[config.mk]
export PLATFORM = sky130hd
export DESIGN_NAME = conway_grid_serial
export DESIGN_NICKNAME = d
export VERILOG_FILES = /design/src/rtl/conway_grid_serial.sv
export SDC_FILE = /design/constraint.sdc
export NUM_CORES = 1
export LEC_CHECK = 0
export CAP_MARGIN = 30
export CORE_UTILIZATION = 35
export DETAILED_ROUTE_END_ITERATION = 6
export GPL_ROUTABILITY_DRIVEN = 0
export MAX_ROUTING_LAYER = met4
export PLACE_DENSITY = 0.46
export SLEW_MARGIN = 10
export SYNTH_ARGS = -nofsm -noshare
export SYNTH_HDL_FRONTEND = slang
export SYNTH_SLANG_ARGS = --single-unit
export TNS_END_PERCENT = 10
[constraint.sdc]
create_clock -name clk -period 8.4 [get_ports clk]
set_clock_uncertainty 0.15 [all_clocks]
set_input_delay 1.26 -clock clk [delete_from_list [all_inputs] [get_ports clk]]
set_output_delay 1.26 -clock clk [all_outputs]
set_load 0.02 [all_outputs]
[src/rtl/conway_grid_serial.sv]
// conway_grid_serial: a Game-of-Life engine with a size-generic grid.
// The host shifts the grid in serially, then starts a run with a generation
// budget. The engine applies one generation per clock and stops early on a
// still life. It then streams the final grid back out in the order it was
// loaded.
module conway_grid_serial #(
  parameter int GRID_WIDTH  = 8,
  parameter int GRID_HEIGHT = 8,
  parameter int GEN_WIDTH   = 16
) (
  input  logic                 clk,
  input  logic                 reset,
  input  logic                 data_in,
  input  logic                 data_in_valid,
  input  logic                 start,
  input  logic [GEN_WIDTH-1:0] gen_count,
  output logic                 data_out,
  output logic                 data_out_valid,
  output logic                 busy,
  output logic                 done,
  output logic                 stable,
  output logic                 extinct,
  output logic [GEN_WIDTH-1:0] gens_run
);

  localparam int DATA_SIZE = GRID_WIDTH * GRID_HEIGHT;
  localparam int PAD_W     = GRID_WIDTH + 2;
  localparam int PAD_SIZE  = PAD_W * (GRID_HEIGHT + 2);
  localparam int CNT_WIDTH = $clog2(DATA_SIZE);
  localparam logic [CNT_WIDTH-1:0] LAST_BIT = CNT_WIDTH'(DATA_SIZE - 1);

  typedef enum logic [1:0] {IDLE, LOAD, RUN, DUMP} state_t;

  state_t state, state_next;

  logic [DATA_SIZE-1:0] sr;
  logic [DATA_SIZE-1:0] sr_shifted;
  logic [DATA_SIZE-1:0] g;
  logic [DATA_SIZE-1:0] g_next;
  logic [PAD_SIZE-1:0]  pad;
  logic [3:0]           nbr;
  logic [CNT_WIDTH-1:0] load_cnt;
  logic [CNT_WIDTH-1:0] dump_cnt;
  logic [GEN_WIDTH-1:0] budget;
  logic [GEN_WIDTH-1:0] gens_inc;

  logic start_ok;
  logic load_last;
  logic run_still;
  logic run_budget_hit;
  logic dump_last;

  assign sr_shifted = {sr[DATA_SIZE-2:0], data_in};
  assign gens_inc   = gens_run + 1'b1;

  // Surround the grid with a dead border so that every cell has eight in-range neighbours.
  always_comb begin
    pad = '0;
    for (int r = 0; r < GRID_HEIGHT; r++) begin
      for (int c = 0; c < GRID_WIDTH; c++) begin
        pad[(r + 1) * PAD_W + c + 1] = g[r * GRID_WIDTH + c];
      end
    end
  end

  // Apply the B3/S23 rule to every cell in parallel to form the next generation.
  always_comb begin
    g_next = '0;
    nbr    = '0;
    for (int r = 0; r < GRID_HEIGHT; r++) begin
      for (int c = 0; c < GRID_WIDTH; c++) begin
        nbr = '0;
        for (int dr = 0; dr < 3; dr++) begin
          for (int dc = 0; dc < 3; dc++) begin
            if (!(dr == 1 && dc == 1)) begin
              nbr = nbr + 4'(pad[(r + dr) * PAD_W + c + dc]);
            end
          end
        end
        g_next[r * GRID_WIDTH + c] = (nbr == 4'd3) || (g[r * GRID_WIDTH + c] && nbr == 4'd2);
      end
    end
  end

  // State register.
  always_ff @(posedge clk) begin
    // NOTE: sequential state uses non-blocking assignments so that every flop
    // samples the values from before the edge, whatever order the blocks run in.
    if (reset) state <= IDLE;
    else       state <= state_next;
  end

  // Next-state decode, plus one-cycle strobes that the datapath acts on.
  always_comb begin
    // NOTE: every signal gets a default before the case statement. A path that
    // leaves a signal unassigned would otherwise infer a latch.
    state_next     = state;
    start_ok       = 1'b0;
    load_last      = 1'b0;
    run_still      = 1'b0;
    run_budget_hit = 1'b0;
    dump_last      = 1'b0;
    case (state)
      IDLE: begin
        if (data_in_valid) begin
          state_next = LOAD;
        end else if (start) begin
          start_ok   = 1'b1;
          state_next = (gen_count == '0) ? DUMP : RUN;
        end
      end
      LOAD: begin
        if (data_in_valid && load_cnt == LAST_BIT) begin
          load_last  = 1'b1;
          state_next = IDLE;
        end
      end
      RUN: begin
        if (g_next == g) begin
          run_still  = 1'b1;
          state_next = DUMP;
        end else if (gens_inc == budget) begin
          run_budget_hit = 1'b1;
          state_next     = DUMP;
        end
      end
      DUMP: begin
        if (dump_cnt == LAST_BIT) begin
          dump_last  = 1'b1;
          state_next = IDLE;
        end
      end
      default: state_next = IDLE;
    endcase
  end

  assign busy           = (state != IDLE);
  assign data_out_valid = (state == DUMP);
  assign data_out       = (state == DUMP) && sr[DATA_SIZE-1];

  // Datapath: the shift register, the grid, the counters and the run status flags.
  always_ff @(posedge clk) begin
    if (reset) begin
      // NOTE: the grid and shift registers are cleared on reset, not left
      // undefined. A run started without a prior load must see an all-dead grid.
      sr       <= '0;
      g        <= '0;
      load_cnt <= '0;
      dump_cnt <= '0;
      budget   <= '0;
      gens_run <= '0;
      stable   <= 1'b0;
      extinct  <= 1'b0;
      done     <= 1'b0;
    end else begin
      done <= dump_last;
      case (state)
        IDLE: begin
          if (data_in_valid) begin
            sr       <= sr_shifted;
            load_cnt <= CNT_WIDTH'(1);
          end else if (start_ok) begin
            budget   <= gen_count;
            gens_run <= '0;
            stable   <= 1'b0;
            extinct  <= (gen_count == '0) && (g == '0);
            sr       <= g;
          end
        end
        LOAD: begin
          if (data_in_valid) begin
            sr <= sr_shifted;
            if (load_last) begin
              g        <= sr_shifted;
              load_cnt <= '0;
            end else begin
              load_cnt <= load_cnt + 1'b1;
            end
          end
        end
        RUN: begin
          if (run_still) begin
            stable  <= 1'b1;
            sr      <= g;
            extinct <= (g == '0);
          end else begin
            g        <= g_next;
            gens_run <= gens_inc;
            if (run_budget_hit) begin
              sr      <= g_next;
              extinct <= (g_next == '0);
            end
          end
        end
        DUMP: begin
          sr       <= {sr[DATA_SIZE-2:0], 1'b0};
          dump_cnt <= dump_last ? '0 : dump_cnt + 1'b1;
        end
        default: ;
      endcase
    end
  end

endmodule
# Yosys cells after proc, flatten, opt, wreduce, memory -nomap -nowiden
# Cells that the tools add are included.
# word_totals
register_bits	177
input_bits	21
output_inout_bits	22
wordCells	706
# classes
addsub	352
n_eq_ne	148
n_mux	48
bitwise_logic	1
n_reduce_logical	147
# ops
operator	n
$add A4 B1 Y4	181
$mux W64	8
$eq A4 B2 Y1 const B	122
$pmux W64 S4	1
$add A3 B1 Y4	54
$add A2 B1 Y3	57
$logic_not A64 Y1	2
$pmux W64 S2	1
$add A1 B1 Y2	57
$logic_and A1 B1 Y1	67
$eq A64 B64 Y1	1
$logic_or A1 B1 Y1	64
$mux W16	3
$pmux W16 S2	1
$mux W6	4
$mux W1	20
$reduce_and A4 Y1	5
$eq A3 B2 Y1 const B	6
$add A16 B1 Y16 const B	1
$eq A16 B16 Y1	1
$logic_not A16 Y1	1
$ne A2 B2 Y1 const B	8
$add A6 B1 Y6 const B	2
$eq A6 B6 Y1 const B	2
12 further kinds	27

# Depth between registers and ports, before layout
# Gate-level depths: netlist (run 1).
# depth
word_depth	16
depth_mapped	19
depth_no_buf	16

# Worst setup path after synthesis (run 1)
# OpenSTA, ideal clock, no wires.
# synth_timing
path_kind	register to register
startpoint	register g[42]
endpoint	register sr[17]
setup_ns	0.144
arrival_time_ns	5.498
required_ns	8.106
path_slack_ns	2.608
path_stages_with_launch	19
path_buffers	2
period_less_slack_ns	5.792
path_cell_list	dfxtp_1 > inv_1 > fa_1 > fa_1 > fa_1 > inv_1 > ha_1 > fa_1 > or3b_1 > o211ai_1 > nand2_1 > or4_1 > or4_1 > nor4_4 > a211o_2 > and2_1 > buf_4 > buf_4 > a311oi_2
# synth_via
elab_chain_cells	15
elab_cells_between_ends	78
cone_classes	35 x add/sub; 18 x eq/ne; 6 x mux; 19 x reduce/logical
# synth_lines
element	line	text
start: declaration	38	logic [DATA_SIZE-1:0] g;
start signal: assignment	174	g <= sr_shifted;
start signal: assignment	187	g <= g_next;
$add A1 B1 Y2	76	nbr = nbr + 4'(pad[(r + dr) * PAD_W + c + dc]);
$add A2 B1 Y3	76	
$add A3 B1 Y4	76	
$add A4 B1 Y4 (4 in series)	76	
$eq A4 B2 Y1	80	g_next[r * GRID_WIDTH + c] = (nbr == 4'd3) || (g[r * GRID_WIDTH + c] && nbr == 4'd2);
$logic_and A1 B1 Y1	80	
$logic_or A1 B1 Y1	80	
$eq A64 B64 Y1 *	119	if (g_next == g) begin
$mux W1	119	
$mux W1	103	case (state)
$mux W64 or $ne A3 B3 Y1 (tied branches)	n/a	
$pmux W64 S4 or $reduce_and A3 Y1 (tied branches)	n/a	
end signal: assignment	160	sr <= sr_shifted;
end signal: assignment	184	sr <= g;
end signal: assignment	190	sr <= g_next;
end: declaration	36	logic [DATA_SIZE-1:0] sr;
# Mark *: on every way between the ends. The rest lies on a longest branch, timed or not.
# A chain may end at the register's enable or synchronous reset.

# Worst setup path after layout (run 1)
# layout_timing
startpoint	register g[41]
endpoint	register sr[15]
# The elaborated chain is that of the path after synthesis.

==> results of run 1 <==
[power breakdown]
| group | internal (W) | switching [W] |
|---|---|---|
| sequential | 0.000872 | 0.0000366 |
| clock | 0.000457 | 0.000386 |
| combinational | 0.0000986 | 0.000175 |
[worst register-to-register path: cells and delay by family, from the launching register on]
kind | cells | cell delay, ns
fa+ha+maj | 5 | 2.30
simple gates | 5 | 2.26
compound gates | 4 | 1.00
buf+inv | 3 | 0.83
flops | 1 | 0.70
[cell usage after synthesis (all sizes together), types with 39 or more instances]
master,count,share of area
a211oi,75,0.027
a21oi,248,0.068
a22o,62,0.026
a311oi,62,0.039
clkbuf,106,0.019
dfxtp,177,0.17
fa,196,0.19
ha,165,0.10
inv,275,0.050
nand2,188,0.034
nand2b,39,0.012
nand3,49,0.012
nand4,61,0.019
nor2,136,0.025
nor3,93,0.023
o21ai,44,0.011
[registers in the layout, indices dropped and copies added, names as in the netlist]
register,cells
state,2
sr,64
load_cnt,6
stable,1
g,64
dump_cnt,6
extinct,1
gens_run,16
done,1
budget,16
[layout make-up]
type	count	area [sq um]	area share
Clock buffer	21	460	0.0204
Multi-Input combinational cell	1836	15500	0.685
Tap cell	765	957	0.0424
Sequential cell	177	3540	0.157
Antenna cell	1	2.50	0.000111
Clock inverter	10	128	0.00566
Timing Repair Buffer	108	987	0.0438
Inverter	275	1030	0.0457
[per-layer routing]
metal	track usage	wire [um]	vias up
li1	-	-	8727
met3	0.0380	5660	124
met4	0.100	3220	0
met5	-	0	-
met1	0.386	37200	9627
met2	0.453	38400	764
[cells by family after synthesis]
kind of cell | synth area share
multiplexers | 0.00401
flip-flops | 0.172
XOR/XNOR | 0.0115
AO/OA/AOI/OAI | 0.234
adder cells (fa/ha/maj) | 0.291
AND/OR/NAND/NOR | 0.207
buffers and inverters | 0.0803
[per-stage QoR]
stage | hold WS [ns] | std cells | setup slack [ns] | util
after global routing | 0.343 | 3192 | 0.981 | 0.390
after floorplan | 0.298 | 2420 | 2.61 | -
after CTS | 0.321 | 3191 | 1.17 | 0.389
final | 0.318 | 3193 | 1.04 | 0.390
after global placement | 0.307 | 3153 | 1.27 | 0.378
after detailed placement | 0.311 | 3160 | 1.23 | 0.379
[path summary, 6_finish.rpt]
| path | end | slack, ns | start |
|---|---|---|---|
| max | sr[15]$_SDFFE_PP0P_ | 1.04 | g[41]$_SDFFE_PP0P_ |
| min | budget[12]$_SDFFE_PP0P_ | 0.32 | budget[12]$_SDFFE_PP0P_ |
| max reg2reg | sr[15]$_SDFFE_PP0P_ | 1.04 | g[41]$_SDFFE_PP0P_ |
| min reg2reg | budget[12]$_SDFFE_PP0P_ | 0.32 | budget[12]$_SDFFE_PP0P_ |
==> flow_summary.yaml, run 1 <==
routing:
  totalWireLength_mm: 84.5
  ant_nets: 0
  drtIter0Drc: 1701
  drc: 0
  dr.pass1.iters: 6
  routedWlPerCell_um: 26.5
  viasPerCell: 6.03
  route.vias.total: 19242
worst_setup_path:
  path_class: "reg2reg"
  worstPathRequired_ns: 8.59
  cp_slowest_cell: "nor4_4"
  cpMostUsedCell: "fa_1"
  r2r_cells: 17
  crit_fanout: 66
  path_delay_family: "adder cells"
  arrival_ns: 7.55
  cp.buffers_inverters: 3
  cp.depth: 17
  crit_chain: "inv_1 -> fa_1 -> fa_1 -> fa_1 -> inv_1 -> ha_1 -> fa_1 -> or3b_1 -> o211ai_1 -> nand2_1 -> or4_1 -> or4_1 -> nor4_4 -> a211o_4 -> buf_12 -> a21oi_1 -> a311oi_1"
  start_kind: "flip-flop"
  max_stage_delay_ns: 0.73
  cp-end-kind: "flip-flop"
clock_tree:
  holdBufCountCts: 0
  clock_latency_ns: 0.47
  numClockSinks: 177
  cts_tree: "done"
  cts_resized: 0
  root_buffer: "clkbuf_16"
  cts_made_buffers: 17
  cts_setup_buffers: 0
  clockBufferDepth: 2
  htree_levels: 4
  clk_pin_slew_ns: 0.07
floorplanning:
  die_w_um: 244
  floorplan.initialDensity: 0.355
  num_io_pins: 43
  die_y_um: 244
  rows: 88
  core_area_sq_um: 57900
  die_area_sq_um: 59800
global_routing:
  globalRouteTotalUtil: 0.291
  grt_pass1_wl_mm: 125
  overflow: 0
  antenna_found_initial: 0
  grt_pass1_vias: 18664
  grt_max_degree: 113
yosys:
  syn_nets: 2802
  synth_seq_cells: 177
  ys.flop_type: "dfxtp_1"
  avgSynthCellArea_sq_um: 8.50
  ys_types: 82
  synth_warnings: 0
  synthArstFlopShare: 0
  synthesis.area_sq_um: 20600
  yosysSeqAreaShare: 0.172
  synth_edf_count: 0
  synthCells: 2420
timing:
  rsz0062_at_grt: "no"
  post-route-min-period_ns: 7.36
  min_period_over_period: 0.876
  drv_slew: 0
  worst_pin_slew_ns: 1.10
  max-slew-margin-rel: 0.259
  final_hold_viol_count: 0
  timing.setup.tns_ns: 0
  setup_viol: 0
  max_freq_mhz: 136
worst_hold_path:
  worstHoldPathType: "reg2reg"
  hold_depth: 2
flow_run:
  max_cap_viol_count: 0
placement:
  hpwl_mm: 64.6
  io_buffers: 42
  dpl-instance-area_sq_um: 22000
final_layout:
  mostFrequentLayoutCell: "inv_1"
  num-fill-cells: 5933
  fin_area_sq_um: 22600
  syn_to_final_growth_pct: 9.65
  layout.nets: 2797
  drive_above_1_share: 0.0865
  mostFrequentLayoutCells: "inv_1, a21oi_1, fa_1"
power:
  peakVddDrop_uv: 156
  p_leak_nw: 9.73
  finalPower_w: 0.00203
  p_per_area_nw_per_um2: 89.8
status:
  status: "completed"
Power figures use the tool's default switching activity.
==> inputs of run 2 (changes only) <==
==> constraint.sdc (replaced) <==
create_clock -name clk -period 9.5 [get_ports clk]
set_clock_uncertainty 0.15 [all_clocks]
set_input_delay 1.425 -clock clk [delete_from_list [all_inputs] [get_ports clk]]
set_output_delay 1.425 -clock clk [all_outputs]
set_load 0.02 [all_outputs]
==> run 2 against run 1 <==
Sequential share of layout area is 0.098 points higher. Die area stayed put. Utilization is 0.24 points lower. Register-to-register slack better by 0.54 ns. Routed wire length is 0.63% higher. First-iteration DRC count is 14% higher. Hold slack better by 0.0034 ns. Largest power group unchanged.
==> flow_summary.yaml, run 2 (synthesized netlist as in run 1, its figures left out) <==
status:
  status: "completed"
worst_setup_path:
  crit_start: "g[28]$_SDFFE_PP0P_"
  r2r_cells: 17
  arrival_ns: 8.06
  path_class: "reg2reg"
  worstPathRequired_ns: 9.65
  r2r-start: "g[28]$_SDFFE_PP0P_"
  cp-end-kind: "flip-flop"
  crit_path_end: "sr[54]$_SDFFE_PP0P_"
  r2r_setup_slack_ns: 1.58
  start_kind: "flip-flop"
  r2r-end: "sr[54]$_SDFFE_PP0P_"
  crit_fanout: 33
routing:
  ant_nets: 0
  route.vias.total: 19377
  viasPerCell: 6.10
  routedWlPerCell_um: 26.8
  dr.pass1.iters: 5
  totalWireLength_mm: 85.0
  drtIter0Drc: 1940
  drc: 0
timing:
  post-route-min-period_ns: 7.92
  final_hold_viol_count: 0
  setup_viol: 0
  drv_slew: 0
  worst_pin_slew_ns: 1.15
  min_period_over_period: 0.833
  max_freq_mhz: 126
  max-slew-margin-rel: 0.230
  rsz0062_at_grt: "no"
  timing.setup.tns_ns: 0
final_layout:
  diodes: 0
  ff_latch_area_sq_um: 3540
  num-fill-cells: 6001
  layout.nets: 2779
  syn_to_final_growth_pct: 8.97
  mostFrequentLayoutCell: "inv_1"
  mostFrequentLayoutCells: "inv_1, a21oi_1, fa_1"
  multi_input_area_sq_um: 15500
  utilization: 0.387
  reg.largest.list: "g x64, sr x64"
  fin_area_sq_um: 22400
  drive_above_1_share: 0.0788
clock_tree:
  clock_latency_ns: 0.46
  cts_made_buffers: 17
  cts_setup_buffers: 0
  htree_levels: 4
  clockBufferDepth: 2
  cts_tree: "done"
  clk_pin_slew_ns: 0.08
  numClockSinks: 177
  root_buffer: "clkbuf_16"
  holdBufCountCts: 0
  cts_resized: 0
placement:
  io_buffers: 42
  hpwl_mm: 64.3
  dpl-instance-area_sq_um: 21800
flow_run:
  max_cap_viol_count: 0
floorplanning:
  rows: 88
  die_y_um: 244
  die_area_sq_um: 59800
  die_w_um: 244
  num_io_pins: 43
  core_area_sq_um: 57900
  floorplan.initialDensity: 0.355
worst_hold_path:
  hold_depth: 2
  worstHoldPathType: "reg2reg"
power:
  p_leak_nw: 9.64
  p_per_area_nw_per_um2: 80.9
  peakVddDrop_uv: 126
global_routing:
  antenna_found_initial: 0
  overflow: 0
  grt_pass1_wl_mm: 126
  grt_max_degree: 102
  globalRouteTotalUtil: 0.293
  grt_pass1_vias: 18500
## run 2: stage by stage
stage / total power [W] / hold slack (ns) / worst slack, ns / std cells
2_1_floorplan: 0.000980 / 0.298 / 3.71 / 2420
3_3_place_gp: 0.00105 / 0.307 / 1.71 / 3138
3_5_place_dp: 0.00106 / 0.313 / 1.74 / 3141
4_1_cts: 0.00182 / 0.323 / 1.75 / 3173
5_1_grt: 0.00187 / 0.342 / 1.50 / 3175
6_report: 0.00182 / 0.321 / 1.58 / 3175
## run 2: worst min path at each step
stage	from	to	slack [ns]
after floorplan	budget[13]$_SDFFE_PP0P_	budget[13]$_SDFFE_PP0P_	0.30
after global placement	budget[4]$_SDFFE_PP0P_	budget[4]$_SDFFE_PP0P_	0.31
after detailed placement	budget[2]$_SDFFE_PP0P_	budget[2]$_SDFFE_PP0P_	0.31
after CTS	budget[7]$_SDFFE_PP0P_	budget[7]$_SDFFE_PP0P_	0.32
after global routing	budget[4]$_SDFFE_PP0P_	budget[4]$_SDFFE_PP0P_	0.34
final	budget[2]$_SDFFE_PP0P_	budget[2]$_SDFFE_PP0P_	0.32
## run 2: where the power goes
group | leakage, nW | internal [W] | switching [W]
Combinational | 7.91 | 0.0000865 | 0.000156
Clock | 0.289 | 0.000430 | 0.000338
Sequential | 1.44 | 0.000771 | 0.0000334
## run 2: layout make-up
class / count / share of cell area
Timing Repair Buffer: 90 / 0.0373
Clock inverter: 8 / 0.00575
Tap cell: 765 / 0.0427
Sequential cell: 177 / 0.158
Clock buffer: 24 / 0.0210
Multi-Input combinational cell: 1836 / 0.689
Inverter: 275 / 0.0460
## run 2: critical path, stage by stage, from the launching register on
cell and delay, ns:
dfxtp_1 0.62, inv_1 0.50, fa_1 0.68, fa_1 0.43, fa_1 0.50, inv_1 0.05, ha_1 0.22, fa_1 0.53
or3b_2 0.47, o211ai_1 0.15, nand3_1 0.10, a2111oi_0 0.59, nand4_1 0.31, nor4_4 0.71, a211o_4 0.58, and2_4 0.61
buf_16 0.30, a311oi_2 0.15
## run 2: layer usage
| metal | global-route usage | wire [um] | share of wire | vias up |
|---|---|---|---|---|
| met4 | 0.0941 | 3000 | 0.035 | 0 |
| li1 | - | - | - | 8669 |
| met5 | - | 0 | 0 | - |
| met1 | 0.397 | 38200 | 0.45 | 9796 |
| met3 | 0.0370 | 5310 | 0.062 | 116 |
| met2 | 0.452 | 38600 | 0.45 | 796 |
==> inputs of run 3 (changes only) <==
==> constraint.sdc (replaced) <==
create_clock -name clk -period 7.8 [get_ports clk]
set_clock_uncertainty 0.15 [all_clocks]
set_input_delay 1.17 -clock clk [delete_from_list [all_inputs] [get_ports clk]]
set_output_delay 1.17 -clock clk [all_outputs]
set_load 0.02 [all_outputs]
==> run 3 against run 2 <==
Global-route usage up 0.16 points. Highest routed layer unchanged. Critical endpoint is now sr[46]$_SDFFE_PP0P_. Sequential share of layout area down 0.23 points. Count of clock-buffer cells in the layout down 3. Power up 18%. Die area unchanged. Clock power up 13%.
==> flow_summary.yaml, run 3 (synthesized netlist as in run 1, its figures left out) <==
status:
  status: "completed"
routing:
  dr.pass1.iters: 7
  route.vias.total: 19633
  ant_nets: 0
  drc: 0
  totalWireLength_mm: 85.9
  drtIter0Drc: 1890
  viasPerCell: 6.09
  routedWlPerCell_um: 26.7
global_routing:
  grt_max_degree: 124
  grt_pass1_vias: 18681
  globalRouteTotalUtil: 0.295
  overflow: 0
  antenna_found_initial: 1
  grt_pass1_wl_mm: 127
worst_setup_path:
  cp.buffers_inverters: 4
  max_stage_delay_ns: 0.61
  path_class: "reg2reg"
  start_kind: "flip-flop"
  cp_slowest_cell: "dfxtp_1"
  crit_chain: "inv_1 -> fa_1 -> fa_1 -> fa_1 -> inv_1 -> ha_1 -> fa_1 -> or3b_1 -> o211ai_1 -> nand2_1 -> or4_1 -> or4_1 -> nor4_4 -> buf_4 -> a211o_4 -> and2_4 -> buf_4 -> a311oi_2"
  r2r_setup_slack_ns: 0.76
  arrival_ns: 7.19
  path_delay_family: "simple AND/OR/NAND/NOR gates"
  crit_fanout: 22
  worstPathRequired_ns: 7.95
  cp-end-kind: "flip-flop"
  cpMostUsedCell: "fa_1"
timing:
  post-route-min-period_ns: 7.04
  worst_pin_slew_ns: 1.20
  setup_viol: 0
  max-slew-margin-rel: 0.195
  min_period_over_period: 0.902
  max_freq_mhz: 142
  timing.setup.tns_ns: 0
  rsz0062_at_grt: "no"
  final_hold_viol_count: 0
  drv_slew: 0
clock_tree:
  numClockSinks: 177
  root_buffer: "clkbuf_16"
  clk_pin_slew_ns: 0.08
  clockBufferDepth: 2
  htree_levels: 4
  cts_made_buffers: 17
  clock_latency_ns: 0.46
  cts_resized: 0
  cts_setup_buffers: 0
  holdBufCountCts: 0
  cts_tree: "done"
placement:
  io_buffers: 42
  hpwl_mm: 65.4
floorplanning:
  rows: 88
  floorplan.initialDensity: 0.355
  core_area_sq_um: 57900
  num_io_pins: 43
  die_area_sq_um: 59800
  die_y_um: 244
  die_w_um: 244
final_layout:
  multi_input_area_sq_um: 15500
  syn_to_final_growth_pct: 10.6
  num-fill-cells: 5917
  layout.nets: 2824
  mostFrequentLayoutCell: "inv_1"
  utilization: 0.393
  drive_above_1_share: 0.0969
  reg.largest.list: "g x64, sr x64"
  mostFrequentLayoutCells: "inv_1, a21oi_1, fa_1"
  ff_latch_area_sq_um: 3540
power:
  peakVddDrop_uv: 154
  p_per_area_nw_per_um2: 94.3
  p_leak_nw: 9.82
flow_run:
  max_cap_viol_count: 0
worst_hold_path:
  worstHoldPathType: "reg2reg"
## run 3: changes by cell type in the layout (fill, tap and decap cells not counted), sizes merged
| cell | before | now |
|---|---|---|
| buf | 49 | 93 |
| clkinvlp | 1 | 8 |
| clkinv | 4 | 1 |
| bufinv | 3 | 1 |
| clkbuf | 24 | 22 |
| diode | 0 | 2 |
| inv | 275 | 276 |
## run 3: layout make-up
cell class                      count  area share
Tap cell                          765      0.0421
Inverter                          275      0.0454
Clock buffer                       21      0.0202
Multi-Input combinational cell   1836       0.679
Sequential cell                   177       0.156
Antenna cell                        2    0.000220
Timing Repair Buffer              135      0.0526
Clock inverter                     11     0.00473
## run 3: final timing paths
check | startpoint | end | cells after the start
worst max register to register | g[49]$_SDFFE_PP0P_ | sr[46]$_SDFFE_PP0P_ | 18
worst min-delay path | budget[5]$_SDFFE_PP0P_ | budget[5]$_SDFFE_PP0P_ | 2
worst max-delay path | g[49]$_SDFFE_PP0P_ | sr[46]$_SDFFE_PP0P_ | 18
worst min register to register | budget[5]$_SDFFE_PP0P_ | budget[5]$_SDFFE_PP0P_ | 2
## run 3: through the flow
stage / total power (W) / setup slack [ns] / instance area, sq um / instances / hold WS, ns
2_1_floorplan: 0.00119 / 2.01 / 20600 / 2420 / 0.298
3_3_place_gp: 0.00128 / 0.921 / 22100 / 3180 / 0.308
3_5_place_dp: 0.00129 / 0.837 / 22100 / 3184 / 0.314
4_1_cts: 0.00215 / 0.831 / 22700 / 3216 / 0.325
5_1_grt: 0.00222 / 0.520 / 22800 / 3222 / 0.343
6_report: 0.00215 / 0.763 / 22800 / 3222 / 0.322
## run 3: routing by layer
metal,global-route usage,wire length [um],up-vias
li1,-,-,8780
met1,0.397,38000,9902
met2,0.453,38900,805
met3,0.0299,5310,146
met4,0.117,3670,0
met5,-,0,-
## run 3: power breakdown
part           internal, W  switching (W)  leakage, nW
combinational     0.000108       0.000188         8.14
sequential        0.000939      0.0000403         1.44
clock             0.000458       0.000411        0.250
## run 3: worst register-to-register path: cells and delay by family, from the launching register on
family                   cells  cell delay (ns)
AND/OR/NAND/NOR              6             2.32
buffers and inverters        4             1.00
adder cells (fa/ha/maj)      5             2.26
AO/OA/AOI/OAI                3             0.55
flip-flops                   1             0.61
